File: src/rtl/frame_buf_pkg.sv
// Shared types and strobe-level constants for the multi-frame buffer address controller.
package frame_buf_pkg;

  typedef enum logic [1:0] {
    SLOT_FREE    = 2'd0,
    SLOT_WRITING = 2'd1,
    SLOT_READY   = 2'd2,
    SLOT_READING = 2'd3
  } slot_st_e;

  typedef enum logic {
    W_IDLE = 1'b0,
    W_FILL = 1'b1
  } w_state_e;

  typedef enum logic {
    R_IDLE = 1'b0,
    R_READ = 1'b1
  } r_state_e;

  localparam logic ASSERT_L   = 1'b0;
  localparam logic DEASSERT_L = 1'b1;
  localparam logic ASSERT_H   = 1'b1;
  localparam logic DEASSERT_H = 1'b0;

endpackage

File: src/rtl/frame_slot_alloc.sv
// Slot-state table for the frame buffer: picks the slot to fill, tracks the newest
// completed slot and the slot on display, and retires stale slots.
module frame_slot_alloc
  import frame_buf_pkg::*;
#(
  parameter int NUM_FRAMES = 3,
  parameter int IDX_WIDTH  = $clog2(NUM_FRAMES)
) (
  input  logic                 clk,
  input  logic                 reset,
  input  logic                 claim,
  input  logic                 commit,
  input  logic                 take,
  input  logic [IDX_WIDTH-1:0] wr_idx,
  output logic                 free_avail,
  output logic [IDX_WIDTH-1:0] free_idx,
  output logic                 ready_valid,
  output logic [IDX_WIDTH-1:0] ready_idx,
  output logic                 reading_valid,
  output logic [IDX_WIDTH-1:0] reading_idx,
  output logic                 frame_drop
);

  slot_st_e slot_st [NUM_FRAMES];

  // Descending scan so the lowest FREE index is the one left standing.
  always_comb begin
    free_avail = DEASSERT_H;
    free_idx   = '0;
    for (int i = NUM_FRAMES - 1; i >= 0; i--) begin
      if (slot_st[i] == SLOT_FREE) begin
        free_avail = ASSERT_H;
        free_idx   = IDX_WIDTH'(i);
      end
    end
  end

  // All decisions use pre-edge state: a slot released this edge is not claimable
  // until the next one, and a take never sees the slot being committed.
  always_ff @(posedge clk) begin
    if (reset) begin
      for (int i = 0; i < NUM_FRAMES; i++) slot_st[i] <= SLOT_FREE;
      ready_valid   <= DEASSERT_H;
      ready_idx     <= '0;
      reading_valid <= DEASSERT_H;
      reading_idx   <= '0;
      frame_drop    <= DEASSERT_H;
    end else begin
      frame_drop <= commit && ready_valid && !take;
      if (claim) slot_st[free_idx] <= SLOT_WRITING;
      if (commit) begin
        slot_st[wr_idx] <= SLOT_READY;
        if (ready_valid && !take) slot_st[ready_idx] <= SLOT_FREE;
        ready_valid <= ASSERT_H;
        ready_idx   <= wr_idx;
      end else if (take) begin
        ready_valid <= DEASSERT_H;
      end
      if (take) begin
        slot_st[ready_idx] <= SLOT_READING;
        if (reading_valid) slot_st[reading_idx] <= SLOT_FREE;
        reading_valid <= ASSERT_H;
        reading_idx   <= ready_idx;
      end
    end
  end

endmodule

File: src/rtl/frame_buf_multi.sv
// Multi-frame address controller: writer fills free slots, reader scans the newest
// completed slot, repeating the last one when nothing new is ready.
module frame_buf_multi
  import frame_buf_pkg::*;
#(
  parameter int ADDR_WIDTH = 29,
  parameter int BASE_ADDR  = 2,
  parameter int FRAME_SIZE = 307200,
  parameter int NUM_FRAMES = 3,
  parameter int OFS_WIDTH  = $clog2(FRAME_SIZE),
  parameter int IDX_WIDTH  = $clog2(NUM_FRAMES)
) (
  input  logic                  clk,
  input  logic                  reset,
  input  logic                  wr_en_in,
  input  logic                  wr_rdy,
  input  logic                  rd_en_in,
  input  logic                  rd_rdy,
  output logic                  wr_en,
  output logic                  rd_en,
  output logic [ADDR_WIDTH-1:0] wr_addr,
  output logic [ADDR_WIDTH-1:0] rd_addr,
  output logic [IDX_WIDTH-1:0]  wr_frame,
  output logic [IDX_WIDTH-1:0]  rd_frame,
  output logic                  frame_rdy,
  output logic                  frame_drop,
  output logic                  frame_repeat,
  output logic [1:0]            dbg_state
);

  localparam longint unsigned SPAN = longint'(BASE_ADDR) + longint'(NUM_FRAMES) * longint'(FRAME_SIZE);
  localparam logic [OFS_WIDTH-1:0]  LAST_OFS   = OFS_WIDTH'(FRAME_SIZE - 1);
  localparam logic [OFS_WIDTH-1:0]  OFS_ONE    = OFS_WIDTH'(1);
  localparam logic [ADDR_WIDTH-1:0] ADDR_ONE   = ADDR_WIDTH'(1);
  localparam logic [ADDR_WIDTH-1:0] RESET_ADDR = ADDR_WIDTH'(BASE_ADDR);

  if (SPAN > (64'd1 << ADDR_WIDTH)) begin : g_span_err
    $error("frame_buf_multi: frame region does not fit in ADDR_WIDTH");
  end
  if (NUM_FRAMES < 2 || NUM_FRAMES > 4) begin : g_nf_err
    $error("frame_buf_multi: NUM_FRAMES must be 2..4");
  end

  function automatic logic [ADDR_WIDTH-1:0] frame_base(input logic [IDX_WIDTH-1:0] idx);
    return RESET_ADDR + ADDR_WIDTH'(idx) * ADDR_WIDTH'(FRAME_SIZE);
  endfunction

  w_state_e w_state;
  r_state_e r_state;
  logic [OFS_WIDTH-1:0] wr_ofs, rd_ofs;
  logic free_avail, ready_valid, shown;
  logic [IDX_WIDTH-1:0] free_idx, ready_idx;
  logic w_claim, w_accept, w_commit, r_take, r_repeat, r_issue;

  // Handshake: a word moves only on a cycle where the active-low strobe is low and
  // the matching rdy is high; the address on the bus during that cycle is the word's.
  assign wr_en = (w_state == W_FILL && wr_en_in == ASSERT_L) ? ASSERT_L : DEASSERT_L;
  assign rd_en = (r_state == R_READ && rd_en_in == ASSERT_L) ? ASSERT_L : DEASSERT_L;

  assign w_claim  = (w_state == W_IDLE) && (wr_en_in == ASSERT_L) && free_avail;
  assign w_accept = (wr_en == ASSERT_L) && wr_rdy;
  assign w_commit = w_accept && (wr_ofs == LAST_OFS);
  assign r_take   = (r_state == R_IDLE) && (rd_en_in == ASSERT_L) && ready_valid;
  assign r_repeat = (r_state == R_IDLE) && (rd_en_in == ASSERT_L) && !ready_valid && shown;
  assign r_issue  = (rd_en == ASSERT_L) && rd_rdy;

  assign dbg_state = {r_state == R_READ, w_state == W_FILL};
  assign frame_rdy = ready_valid;

  frame_slot_alloc #(
    .NUM_FRAMES(NUM_FRAMES),
    .IDX_WIDTH (IDX_WIDTH)
  ) u_alloc (
    .clk          (clk),
    .reset        (reset),
    .claim        (w_claim),
    .commit       (w_commit),
    .take         (r_take),
    .wr_idx       (wr_frame),
    .free_avail   (free_avail),
    .free_idx     (free_idx),
    .ready_valid  (ready_valid),
    .ready_idx    (ready_idx),
    .reading_valid(shown),
    .reading_idx  (rd_frame),
    .frame_drop   (frame_drop)
  );

  // The address holds the last word after a commit; it is reloaded on the next claim.
  always_ff @(posedge clk) begin
    if (reset) begin
      w_state  <= W_IDLE;
      wr_frame <= '0;
      wr_ofs   <= '0;
      wr_addr  <= RESET_ADDR;
    end else begin
      case (w_state)
        W_IDLE: if (w_claim) begin
          w_state  <= W_FILL;
          wr_frame <= free_idx;
          wr_ofs   <= '0;
          wr_addr  <= frame_base(free_idx);
        end
        W_FILL: if (w_accept) begin
          if (w_commit) begin
            w_state <= W_IDLE;
          end else begin
            wr_ofs  <= wr_ofs + OFS_ONE;
            wr_addr <= wr_addr + ADDR_ONE;
          end
        end
        default: w_state <= W_IDLE;
      endcase
    end
  end

  always_ff @(posedge clk) begin
    if (reset) begin
      r_state      <= R_IDLE;
      rd_ofs       <= '0;
      rd_addr      <= RESET_ADDR;
      frame_repeat <= DEASSERT_H;
    end else begin
      frame_repeat <= r_repeat;
      case (r_state)
        R_IDLE: if (r_take || r_repeat) begin
          r_state <= R_READ;
          rd_ofs  <= '0;
          rd_addr <= frame_base(r_take ? ready_idx : rd_frame);
        end
        R_READ: if (r_issue) begin
          if (rd_ofs == LAST_OFS) begin
            r_state <= R_IDLE;
          end else begin
            rd_ofs  <= rd_ofs + OFS_ONE;
            rd_addr <= rd_addr + ADDR_ONE;
          end
        end
        default: r_state <= R_IDLE;
      endcase
    end
  end

endmodule

File: config.mk
export PLATFORM = sky130hd
export DESIGN_NAME = frame_buf_multi
export DESIGN_NICKNAME = d
export VERILOG_FILES = /design/src/rtl/frame_buf_pkg.sv /design/src/rtl/frame_slot_alloc.sv /design/src/rtl/frame_buf_multi.sv
export SDC_FILE = /design/constraint.sdc
export NUM_CORES = 1
export LEC_CHECK = 0
export CORE_MARGIN = 2
export CORE_UTILIZATION = 42
export DETAILED_ROUTE_END_ITERATION = 7
export PLACE_DENSITY = 0.61
export SYNTH_ARGS = -nofsm -noshare
export SYNTH_HDL_FRONTEND = slang
export SYNTH_HIERARCHICAL = 1
export SYNTH_SLANG_ARGS = --single-unit
File: constraint.sdc
create_clock -name clk -period 4.24 [get_ports clk]
set_input_delay 0.848 -clock clk [delete_from_list [all_inputs] [get_ports clk]]
set_output_delay 0.848 -clock clk [all_outputs]
set_load 0.01 [all_outputs]
**After elaboration in Yosys (flattened, before gate mapping)**

Memory sizes are Yosys's and may differ from the RTL's.
Cells that the tools add are included.

- Multiplexer cells: 66
- Bitwise operators: 5
- Add/sub/neg operators: 6
- Equal/unequal tests: 8
- $mul: 2
- Reductions and logical operators: 28

Operators with widths:

| cell | count |
|---|---|
| 29-bit two-way mux | 6 |
| 29-bit one-hot mux with 2 select lines | 2 |
| 19-bit two-way mux | 6 |
| 19-bit one-hot mux with 2 select lines | 2 |
| 29-bit by 1-bit adder with 29-bit output, second input constant | 2 |
| 2-bit by 21-bit adder with 22-bit output, first input constant | 2 |
| 19-bit by 1-bit adder with 19-bit output, second input constant | 2 |
| 19-bit equality test, second input constant | 2 |
| 1-bit two-way mux | 35 |
| 2-bit two-way mux | 13 |
| 2-bit by 7-bit multiplier with 9-bit output, second input constant | 2 |
| 1-bit logical AND | 14 |
| 2-bit by 1-bit inequality test with 1-bit output, second input constant | 4 |
| 2-bit OR reduction | 4 |
| 2-bit zero test | 3 |
| 3-bit AND reduction | 2 |
| 2-bit inequality test, second input constant | 2 |
| 1-bit inverter | 4 |
| 1-bit one-hot mux with 2 select lines | 2 |
| 1-bit zero test | 2 |
| 2-bit AND reduction | 1 |
| 2-bit nonzero test | 1 |
| 1-bit logical OR | 1 |
| 1-bit bitwise OR | 1 |

- Memories: 1
- Register bits: 108
- RAM bits: 6
- Word-level logic and storage cells: 129

Memory list:

| name | depth | bits a word | read ports | clocked after memory_dff | write ports | RTL line | RTL |
|---|---|---|---|---|---|---|---|
| u_alloc.slot_st | 3 | 2 | 3 | 0 | 3 | frame_slot_alloc.sv:24 | `slot_st_e slot_st [NUM_FRAMES];` |

**Longest topological paths before layout**

Gate-level depths: netlist of the first run.

- Depth in word-level cells: 12
- Depth in mapped cells: 11
- Depth with buffers taken out: 9

**Hierarchy**

The synthesis of the first run kept the hierarchy.

By module, submodules not included:

| module | area each (sq um) | sequential area each (sq um) | instances | cells an instance |
|---|---|---|---|---|
| frame_buf_multi | 5863.1 | 2021.9 | 1 | 746 |
| frame_slot_alloc | 659.4 | 260.2 | 1 | 79 |

**Worst setup path before layout of the first run**

Ideal clock, no wire load.

- Path type: reg-to-reg
- Start point: register wr_ofs[0]
- End point: memory u_alloc/slot_st[1][0] in the netlist's numbering
- Arrival time: 2895 ps
- Path slack: 1266 ps
- Setup time: 79 ps
- Required time: 4161 ps
- Clock period less this slack: 2974 ps
- Stages on the path, launching flop included: 12
- Cells stage by stage: dfxtp_1 > ha_1 > nand4_2 > or4_4 > buf_6 > or2_2 > nor2_1 > buf_6 > a21oi_2 > or4b_4 > or2_1 > a211oi_2

RTL lines:

| what | RTL line | RTL |
|---|---|---|
| from (decl) | frame_buf_multi.sv:50 | `logic [OFS_WIDTH-1:0] wr_ofs, rd_ofs;` |
| from (signal assigned) | frame_buf_multi.sv:108 | `wr_ofs <= wr_ofs + OFS_ONE;` |
| to (decl) | frame_slot_alloc.sv:24 |  |

==> reports/results.ini, run 1 <==
[finish]
final-instance-count-excl-fill=1080
utilization_pct=52.01
fin_area_um2=7906
drive_gt1_share_pct=9.978
final_nets=898
antenna_cells=0
syn_to_final_growth_pct=21.22

[sta]
final.setup.tns_ns=0
clock_skew_ns=0.007877
fin_crit_ns=3.191
worstMarginPinSlew_ns=1.073
timing.final.crit_share_pct=75.26
rsz0062_at_grt=false
hold_viol=0
setup_viol=0
final_max_slew_viol_count=0
max_freq_mhz=313.4
relSlewSlack_pct=28.44

[setup_path]
startpoint_type=flop
path_class=reg -> reg
critical_path_arrival_ns=3.53
crit_required_ns=4.57
end_kind=flop
critPathMaxFanout=10

[synthesis]
synth-seq-cells=114
synth_top_flop_cell=dfxtp_1
avgSynthCellArea_um2=7.906
syn_inst=825
synthTopCellsByArea=dfxtp_1 (35%), a21oi_1 (5.8%), nand2_1 (4.3%), nand3_1 (3.8%), o21ai_0 (3.7%)
synth_commonest_cells=dfxtp_1 (114), a21oi_1 (75), nand2_1 (75), nor2_1 (61), nand3_1 (50)
yosys.cell_count.top_type=dfxtp_1
synth_area_leader_cell=dfxtp_1
synthArstFlopShare_pct=0
yosysTopAreaCellShare_pct=34.99
synth-edff-count=0
yosysSeqAreaShare_pct=34.99
synth_warnings=6
post_synth_num_cell_types=74
syn_area_um2=6523
synth_nets=841

[placed_design]
dpl-instance-area_um2=7372
gp_congestion=0.8538
dp_hpwl_um=12740
io_buffers=74
dp_cells=1051

[floorplan]
fp.dieH_um=128.6
io_pins=75
core_area_um2=15200
core.rowCount=45
design.die.area_um2=16540
die_w_um=128.6
initial_core_util_pct=42.91

[detailed_routing]
vias=6782
via_per_inst=6.280
avgRoutedWirePerCell_um=17.89
antenna_left=0
first_iter_violations=730
dr.pass1.iters=5
drc=0
wl_um=19320

[status]
outcome=complete, no violations

[pwr]
power.density_nw_per_um2=325.3
ir_worst_vdd_mv=0.2945
leakage_nw=2.479
total_power_w=0.002572

[grt]
grt_max_degree=68
antenna_found_initial=0
grt_pass1_vias=6225
overflow=0
grt_util_all_layers_pct=24.01
grt_pass1_wl_um=32330

[flow_run]
drv_cap=0

[clock_network]
cts.path.max_buffers=2
cts_resized=0
cts_sinks=114
cts_tree=done
root_buffer=clkbuf_16
cts_inserted_buffers=17
path_clk_slew_ns=0.05
clkLatencyLatePin_ns=0.42
cts.htree.levels=4
cts_hold_buf=0
postCtsSetupRepairBufs=0

[worst_hold_path]
hp-class=reg -> reg

==> registers in the layout, indices dropped and copies added, names as in the netlist, 2 cells and up <==
signal               flops
rd_addr                 29
rd_ofs                  19
u_alloc/reading_idx      2
u_alloc/ready_idx        2
u_alloc/slot_st          6
wr_addr                 29
wr_frame                 2
wr_ofs                  19
==> cell usage in the layout (no fill, tap or decap), types with 5 or more instances in the layout <==
cell and count:
nand2_1 75, o21ai_2 7, a211oi_1 10, or3_1 13
and4_1 7, nand4_1 22, clkinv_2 6, a21oi_2 12
or4_1 17, clkbuf_16 17, o21ai_0 48, nor2_1 61
buf_4 18, nand4b_1 6, a311oi_1 16, a41oi_1 6
mux2i_1 8, a31oi_1 17, nand2b_1 9, or2_2 7
inv_1 17, dfxtp_1 114, and3_1 17, ha_1 10
nand3_1 50, clkdlybuf4s50_1 73, and2_1 10, nor4_1 15
a21oi_1 74, nor3_1 20, o21ai_1 12, a21o_1 9
o22ai_1 5
==> logic make-up after synthesis <==
kind of cell,count (synthesis),share of synthesized area [%]
fa+ha+maj,10,1.918
simple gates,352,29.12
mux,10,1.573
buf+inv,71,5.007
flops,114,34.99
compound gates,268,27.39
==> metrics by stage <==
stage               hold slack [ns]  setup WS, ns
finish                       0.4868         1.049
global route                 0.5269        0.8654
CTS                          0.4862         1.058
detailed placement           0.4777         1.034
global placement             0.4678         1.104
floorplan                    0.4497         1.266
==> worst max-delay path, stage by stage (launching register included) <==
cell	delay, ns
dfxtp_1	0.38
ha_1	0.24
nand4_2	0.19
or4_4	0.64
or2_2	0.32
nor2_1	0.11
buf_4	0.19
a21oi_2	0.08
or4b_4	0.50
or2_1	0.25
a211oi_2	0.19
==> layout make-up <==
type	count	area, um^2
Clock buffer	22	474.2
Sequential cell	114	2282
Multi-Input combinational cell	640	3921
Timing Repair Buffer	91	865.8
Fill cell	1470	7296
Clock inverter	7	60.06
Tap cell	188	235.2
Inverter	18	67.56
==> where the power goes <==
part	total (W)	internal, W	switching, W
combinational	0.000148	0.0000477	0.000100
clock	0.00133	0.000834	0.000498
sequential	0.00109	0.00108	0.0000126
==> per-layer routing <==
layer | wire, um | global-route usage [%]
met5 | 0 | 0
met1 | 9423 | 35.45
met4 | 173 | 6.138
met2 | 8563 | 35.39
met3 | 1161 | 5.405
==> worst paths after layout <==
path,slack [ns],cells past startpoint,from,endpoint
worst min-delay path,0.49,2,wr_ofs[17],wr_ofs[17]
worst min register to register,0.49,2,wr_ofs[17],wr_ofs[17]
worst max-delay path,1.05,10,wr_ofs[0],u_alloc/slot_st[1][0]
worst max register to register,1.05,10,wr_ofs[0],u_alloc/slot_st[1][0]
Note: power is estimated with default switching activity, not from simulation.
==> run 2, diff against run 1 <==
==> constraint.sdc (replaced) <==
create_clock -name clk -period 3 [get_ports clk]
set_input_delay 0.6 -clock clk [delete_from_list [all_inputs] [get_ports clk]]
set_output_delay 0.6 -clock clk [all_outputs]
set_load 0.01 [all_outputs]
==> reports/results.ini, run 2 (synthesis gave the netlist of run 1 again) <==
[status]
outcome=complete, no violations

[floorplan]
design.die.area_um2=16540  ; unchanged
initial_core_util_pct=42.91  ; unchanged
core_area_um2=15200  ; unchanged
die_w_um=128.6  ; unchanged
io_pins=75  ; unchanged
core.rowCount=45  ; unchanged
fp.dieH_um=128.6  ; unchanged

[sta]
clock_skew_ns=0.01566  ; +0.007785 ns
rsz0062_at_grt=false
relSlewSlack_pct=37.80  ; +9.4 points
max_freq_mhz=345.4  ; +10%
final_max_slew_viol_count=0  ; unchanged
hold_slack_ns=0.4769  ; -0.009930 ns
worstMarginPinSlew_ns=0.9245  ; -0.1489 ns
hold_viol=0  ; unchanged
timing.final.crit_share_pct=96.49  ; +21 points
fin_crit_ns=2.895  ; -0.2963 ns
setup_viol=0  ; unchanged
setup_slack_ns=0.1052  ; -0.9437 ns
final.setup.tns_ns=0  ; unchanged

[grt]
grtUsageMet2_pct=34.32  ; -1.1 points
grt_pass1_wl_um=32440  ; +0.34%
overflow=0  ; unchanged
met1_usage_pct=35.88  ; +0.43 points
antenna_found_initial=0  ; unchanged
grt_pass1_vias=6420  ; +3.1%
grt_util_met3_pct=4.699  ; -0.71 points
top_usage_layer=met1
grt_max_degree=42  ; -38%
grt_util_all_layers_pct=24.06  ; +0.048 points

[finish]
final-seq-area_um2=2282  ; unchanged
antenna_cells=0  ; unchanged
reg.largest.list=rd_addr: 29 flops, wr_addr: 29 flops
syn_to_final_growth_pct=23.61
most-common-layout-cells=dfxtp_1 (114), nand2_1 (75), a21oi_1 (74)
drive_gt1_share_pct=11.21  ; +1.2 points
final_nets=913  ; +1.7%
final_common_cell=dfxtp_1
nFillCells=1431  ; -2.7%
multi_input_area_um2=3920  ; about the same
fin_area_um2=8063  ; +2.0%

[clock_network]
cts_sinks=114  ; unchanged
cts_tree=done
clkLatencyLatePin_ns=0.42  ; about the same
root_buffer=clkbuf_16
path_clk_slew_ns=0.05  ; about the same
cts.htree.levels=4  ; unchanged
cts.path.max_buffers=2  ; unchanged
cts_hold_buf=0  ; unchanged
cts_inserted_buffers=17  ; unchanged

[flow_run]
drv_cap=0  ; unchanged

[placed_design]
gp_congestion=0.8334  ; -2.4%
dp_hpwl_um=13030  ; +2.3%
io_buffers=74  ; unchanged
pre_cts_ws_ns=0.09457  ; -0.9398 ns
dpl-instance-area_um2=7506  ; +1.8%

[setup_path]
critPathMaxFanout=4  ; -6
startpoint_type=flop
critical_path_arrival_ns=3.23  ; -0.30 ns
crit_required_ns=3.34  ; -1.23 ns
path_class=reg -> reg
end_kind=flop
slowest_stage=or4_4
cpPeakStageDelay_ns=0.55  ; -0.09 ns
cp_cell_sequence=ha_1, nand4_2, or4_4, or2_2, nor2_2, a21oi_2, or4b_4, or2_1, a211oi_2

[detailed_routing]
drc=0  ; unchanged
antenna_left=0  ; unchanged
avgRoutedWirePerCell_um=17.83  ; -0.33%
vias=6939  ; +2.3%
dr.pass1.iters=6  ; +1
wl_um=19580  ; +1.3%
first_iter_violations=663  ; -9.2%
via_per_inst=6.320  ; +0.64%

[pwr]
pwr-share-clk_pct=52.2  ; +0.4 points
power.density_nw_per_um2=457.3  ; +41%
ir_worst_vdd_mv=0.3901  ; +32%
switching_share_pct=23.39  ; -0.36 points
power_frac_seq_pct=41.8  ; -0.7 points
leakage_nw=2.555  ; +3.1%
power.switching_w=0.0008625  ; +41%
power_frac_comb_pct=6.0  ; +0.3 points
p_int_w=0.002824  ; +44%

[worst_hold_path]
hp-class=reg -> reg

run 2: changes by cell type in the layout (fill, tap and decap cells not counted):
| cell | delta |
|---|---|
| buf_4 | +13 |
| clkbuf_1 | +5 |
| clkinv_2 | -4 |
| buf_12 | +2 |
| clkbuf_8 | +1 |
| clkinvlp_4 | +1 |
| nor2_1 | -1 |
| nor2_2 | +1 |
| o21ai_1 | +1 |
| o21ai_2 | -1 |
run 2: area by class of cell:
type / instances / area share [%]
Multi-Input combinational cell: 640 / 48.62
Sequential cell: 114 / 28.31
Timing Repair Buffer: 106 / 12.45
Clock buffer: 28 / 6.285
Tap cell: 188 / 2.917
Inverter: 18 / 0.8380
Clock inverter: 4 / 0.5897
run 2: layer usage:
metal	share of wire [%]	wire length, um	up-vias
met4	1.5	284	0
met3	6.5	1277	29
met2	43	8469	273
li1	-	-	3297
met1	49	9550	3340
met5	0	0	-
run 2: critical path: cells and delay by family, from the launching register on:
family / cells / cell delay, ns
DFF: 1 / 0.36
and+or+nand+nor: 6 / 1.94
adders and majority gates: 1 / 0.24
AOI/OAI and AO/OA: 2 / 0.29
run 2: repair_timing:
action	in CTS	in global routing
endpoints found under the hold margin	0	0
gates resized for setup	0	1
endpoints found under the setup margin	0	1
setup buffers	0	0
run 2: power by group through the flow:
stage | combinational, W | clock (W) | sequential [W]
floorplan | 0.000145 | 0 | 0.00157
global placement | 0.000213 | 0 | 0.00157
detailed placement | 0.000217 | 0 | 0.00157
CTS | 0.000217 | 0.00195 | 0.00154
global route | 0.000238 | 0.00202 | 0.00154
finish | 0.000221 | 0.00192 | 0.00154
run 2: per-stage QoR:
stage | total power, W | utilization, % | instances
after floorplan | 0.001716 | - | 825
after global placement | 0.001787 | 49.37 | 1066
after detailed placement | 0.001791 | 49.37 | 1066
after CTS | 0.003712 | 53.02 | 1098
after global routing | 0.003803 | 53.04 | 1098
final | 0.003687 | 53.04 | 1098
run 2: final timing paths:
path | from | to | slack (ns) | cells past startpoint
setup / recovery | wr_ofs[1] | u_alloc/slot_st[1][0] | 0.11 | 9
hold / removal | wr_ofs[17] | wr_ofs[17] | 0.48 | 2
setup reg to reg | wr_ofs[1] | u_alloc/slot_st[1][0] | 0.11 | 9
hold reg to reg | wr_ofs[17] | wr_ofs[17] | 0.48 | 2
==> run 3, diff against run 2 <==
--- a/config.mk
+++ b/config.mk
@@ -7,9 +7,12 @@
 export LEC_CHECK = 0
 export CORE_MARGIN = 2
 export CORE_UTILIZATION = 42
+export CTS_CLUSTER_DIAMETER = 80
+export CTS_CLUSTER_SIZE = 25
 export DETAILED_ROUTE_END_ITERATION = 7
 export PLACE_DENSITY = 0.61
 export SYNTH_ARGS = -nofsm -noshare
 export SYNTH_HDL_FRONTEND = slang
 export SYNTH_HIERARCHICAL = 1
 export SYNTH_SLANG_ARGS = --single-unit
+export TNS_END_PERCENT = 30
==> results of run 3 <==
The final DEF is identical to that of run 2; final timing and power are the same.
==> edit, RTL diff (config.mk and constraints of run 2) <==
Change the parameter `FRAME_SIZE` from 307200 to 1228800.
--- a/src/rtl/frame_buf_multi.sv
+++ b/src/rtl/frame_buf_multi.sv
@@ -5,7 +5,7 @@
 #(
   parameter int ADDR_WIDTH = 29,
   parameter int BASE_ADDR  = 2,
-  parameter int FRAME_SIZE = 307200,
+  parameter int FRAME_SIZE = 1228800,
   parameter int NUM_FRAMES = 3,
   parameter int OFS_WIDTH  = $clog2(FRAME_SIZE),
   parameter int IDX_WIDTH  = $clog2(NUM_FRAMES)
Check against the original RTL: same outputs for any inputs over 10 cycles, from zero or initial values and one cycle with reset high; that may be too few to reach the edited logic, so the function may still have changed.
==> edit against run 2 <==
- total power up 2.9%
- design area about the same
- global-route usage down 0.29 points
- worst setup slack better by 100 ps
- sequential power up 4%
- final cell count down 0.27%
- area after synthesis down 0.42%
- routed wire length down 0.58%
- sequential cell count up 4
- first-iteration DRC count down 11%
- critical endpoint unchanged
- highest routed layer unchanged
==> edit: results (changes against run 2) <==
stage,metric,value,unit,change
setup_path,CP max-delay cell,or4b_4,,
routing,WL per Instance,17.8,microns,-0.31%
synth,Post-synth top cells,"118 x dfxtp_1, 86 x nand2_1, 81 x a21oi_1",,
global_route,Global Route Usage Sum,0.238,,-0.00289
clock_network,CTS buffer count,17,,unchanged
synth,"FFs w/ async S/R, synth",0,,unchanged
sta,Rel. slew slack,0.478,,+0.100
placed_design,Post-Place Setup Slack,108,ps,+13.9 ps
synth,Yosys warning total,6,,unchanged
setup_path,"delay-heaviest family, CP",simple AND/OR/NAND/NOR gates,,
setup_path,CP arrival,3130,ps,-100 ps
placed_design,gpl congestion,0.884,,+6.1%
hold_path,Worst Hold End,rd_ofs[20]$_SDFFE_PP0P_,,
synth,syn_nets,844,,+0.36%
setup_path,CP max stage delay,500,ps,-50 ps
layout,"non-filler cells, final",1095,,-0.27%
setup_path,worst-path maximum fanout,6,,+2
placed_design,placed cell areas,7470,sq um,-0.45%
layout,n_diodes,0,,unchanged
routing,Vias per Instance,6.24,,-1.2%
setup_path,CP bufs+invs,0,,unchanged
placed_design,HPWL after DPL,13200,microns,+1.2%
synth,count of different cell masters after synthesis,73,,-1.4%
layout,Total Nets Final,910,,-0.33%
power,static leakage,2.59,nW,+1.2%
layout,Top Registers,"rd_addr x29, wr_addr x29",,
sta,Layout Skew,8.50,ps,-7.16 ps
routing,drt pass-1 iters,5,,-1
setup_path,Reg2Reg Setup Slack,210,ps,+100 ps
power,clock network power share,0.526,,+0.004
clock_network,clk buf depth,2,,unchanged
power,combinational fraction of design power,0.054,,-0.006
hold_path,Hold WC Path Type,reg -> reg,,
synth,ranking of synthesized cells by area,"dfxtp_1 36%, a21oi_1 6.2%, nand2_1 5.0%",,
sta,minimum clock period,2790,ps,-104 ps
global_route,vias in the first global route,6357,,-0.98%
layout,layout cell share with drive strength beyond 1,0.0827,,-0.0294
setup_path,Setup Crit Path Kind,reg -> reg,,
routing,1st-iter DRT viols,592,,-11%
synth,register area share after synthesis,0.364,,+0.0138
global_route,pin count of the biggest net entering global routing,52,,+24%
global_route,number of antenna violations at the first check in global routing,0,,unchanged
status,status,"complete, no violations",,
synth,post-synthesis cell count,828,,+0.36%
hold_path,Hold Path Origin,rd_ofs[20]$_SDFFE_PP0P_,,
power,switching power of the nets,0.872,mW,+1.2%
setup_path,R2R Path Start,wr_ofs[1]$_SDFFE_PP0P_,,
sta,Fin Hold WS,487,ps,+9.94 ps
power,P_comb,0.204,mW,-8%
global_route,first-pass GRT wire length,31600,microns,-2.6%
power,worst IR drop on VDD,0.387,mV,-0.86%
clock_network,insertion delay to the later sink of the worst-skew pair,420,ps,about the same
synth,"Top FF cell, synth",dfxtp_1,,
[edit: logic make-up after synthesis]
kind of cell    after synthesis  synth area share
compound gates              275             0.274
fa+ha+maj                    10            0.0193
buf+inv                      72            0.0458
flops                       118             0.364
mux                          11            0.0171
simple gates                342             0.280
[edit: what timing repair did]
item / CTS / global route
resized for setup: 0 / 1
hold buffers: 0 / 0
setup buffers: 0 / 0
setup endpoints to repair: 0 / 1
[edit: area by class of cell]
class / count / area, sq um
Clock buffer: 22 / 474
Multi-Input combinational cell: 638 / 3840
Tap cell: 188 / 235
Clock inverter: 10 / 103
Sequential cell: 118 / 2360
Timing Repair Buffer: 100 / 968
Inverter: 19 / 71.3
Fill cell: 1392 / 7090
[edit: metal layers]
metal / global-route usage / vias to the layer above / wire [microns]
li1: - / 3276 / -
met3: 0.0549 / 15 / 1030
met5: 0 / - / 0
met4: 0.0640 / 0 / 156
met1: 0.335 / 3370 / 9340
met2: 0.367 / 177 / 8950
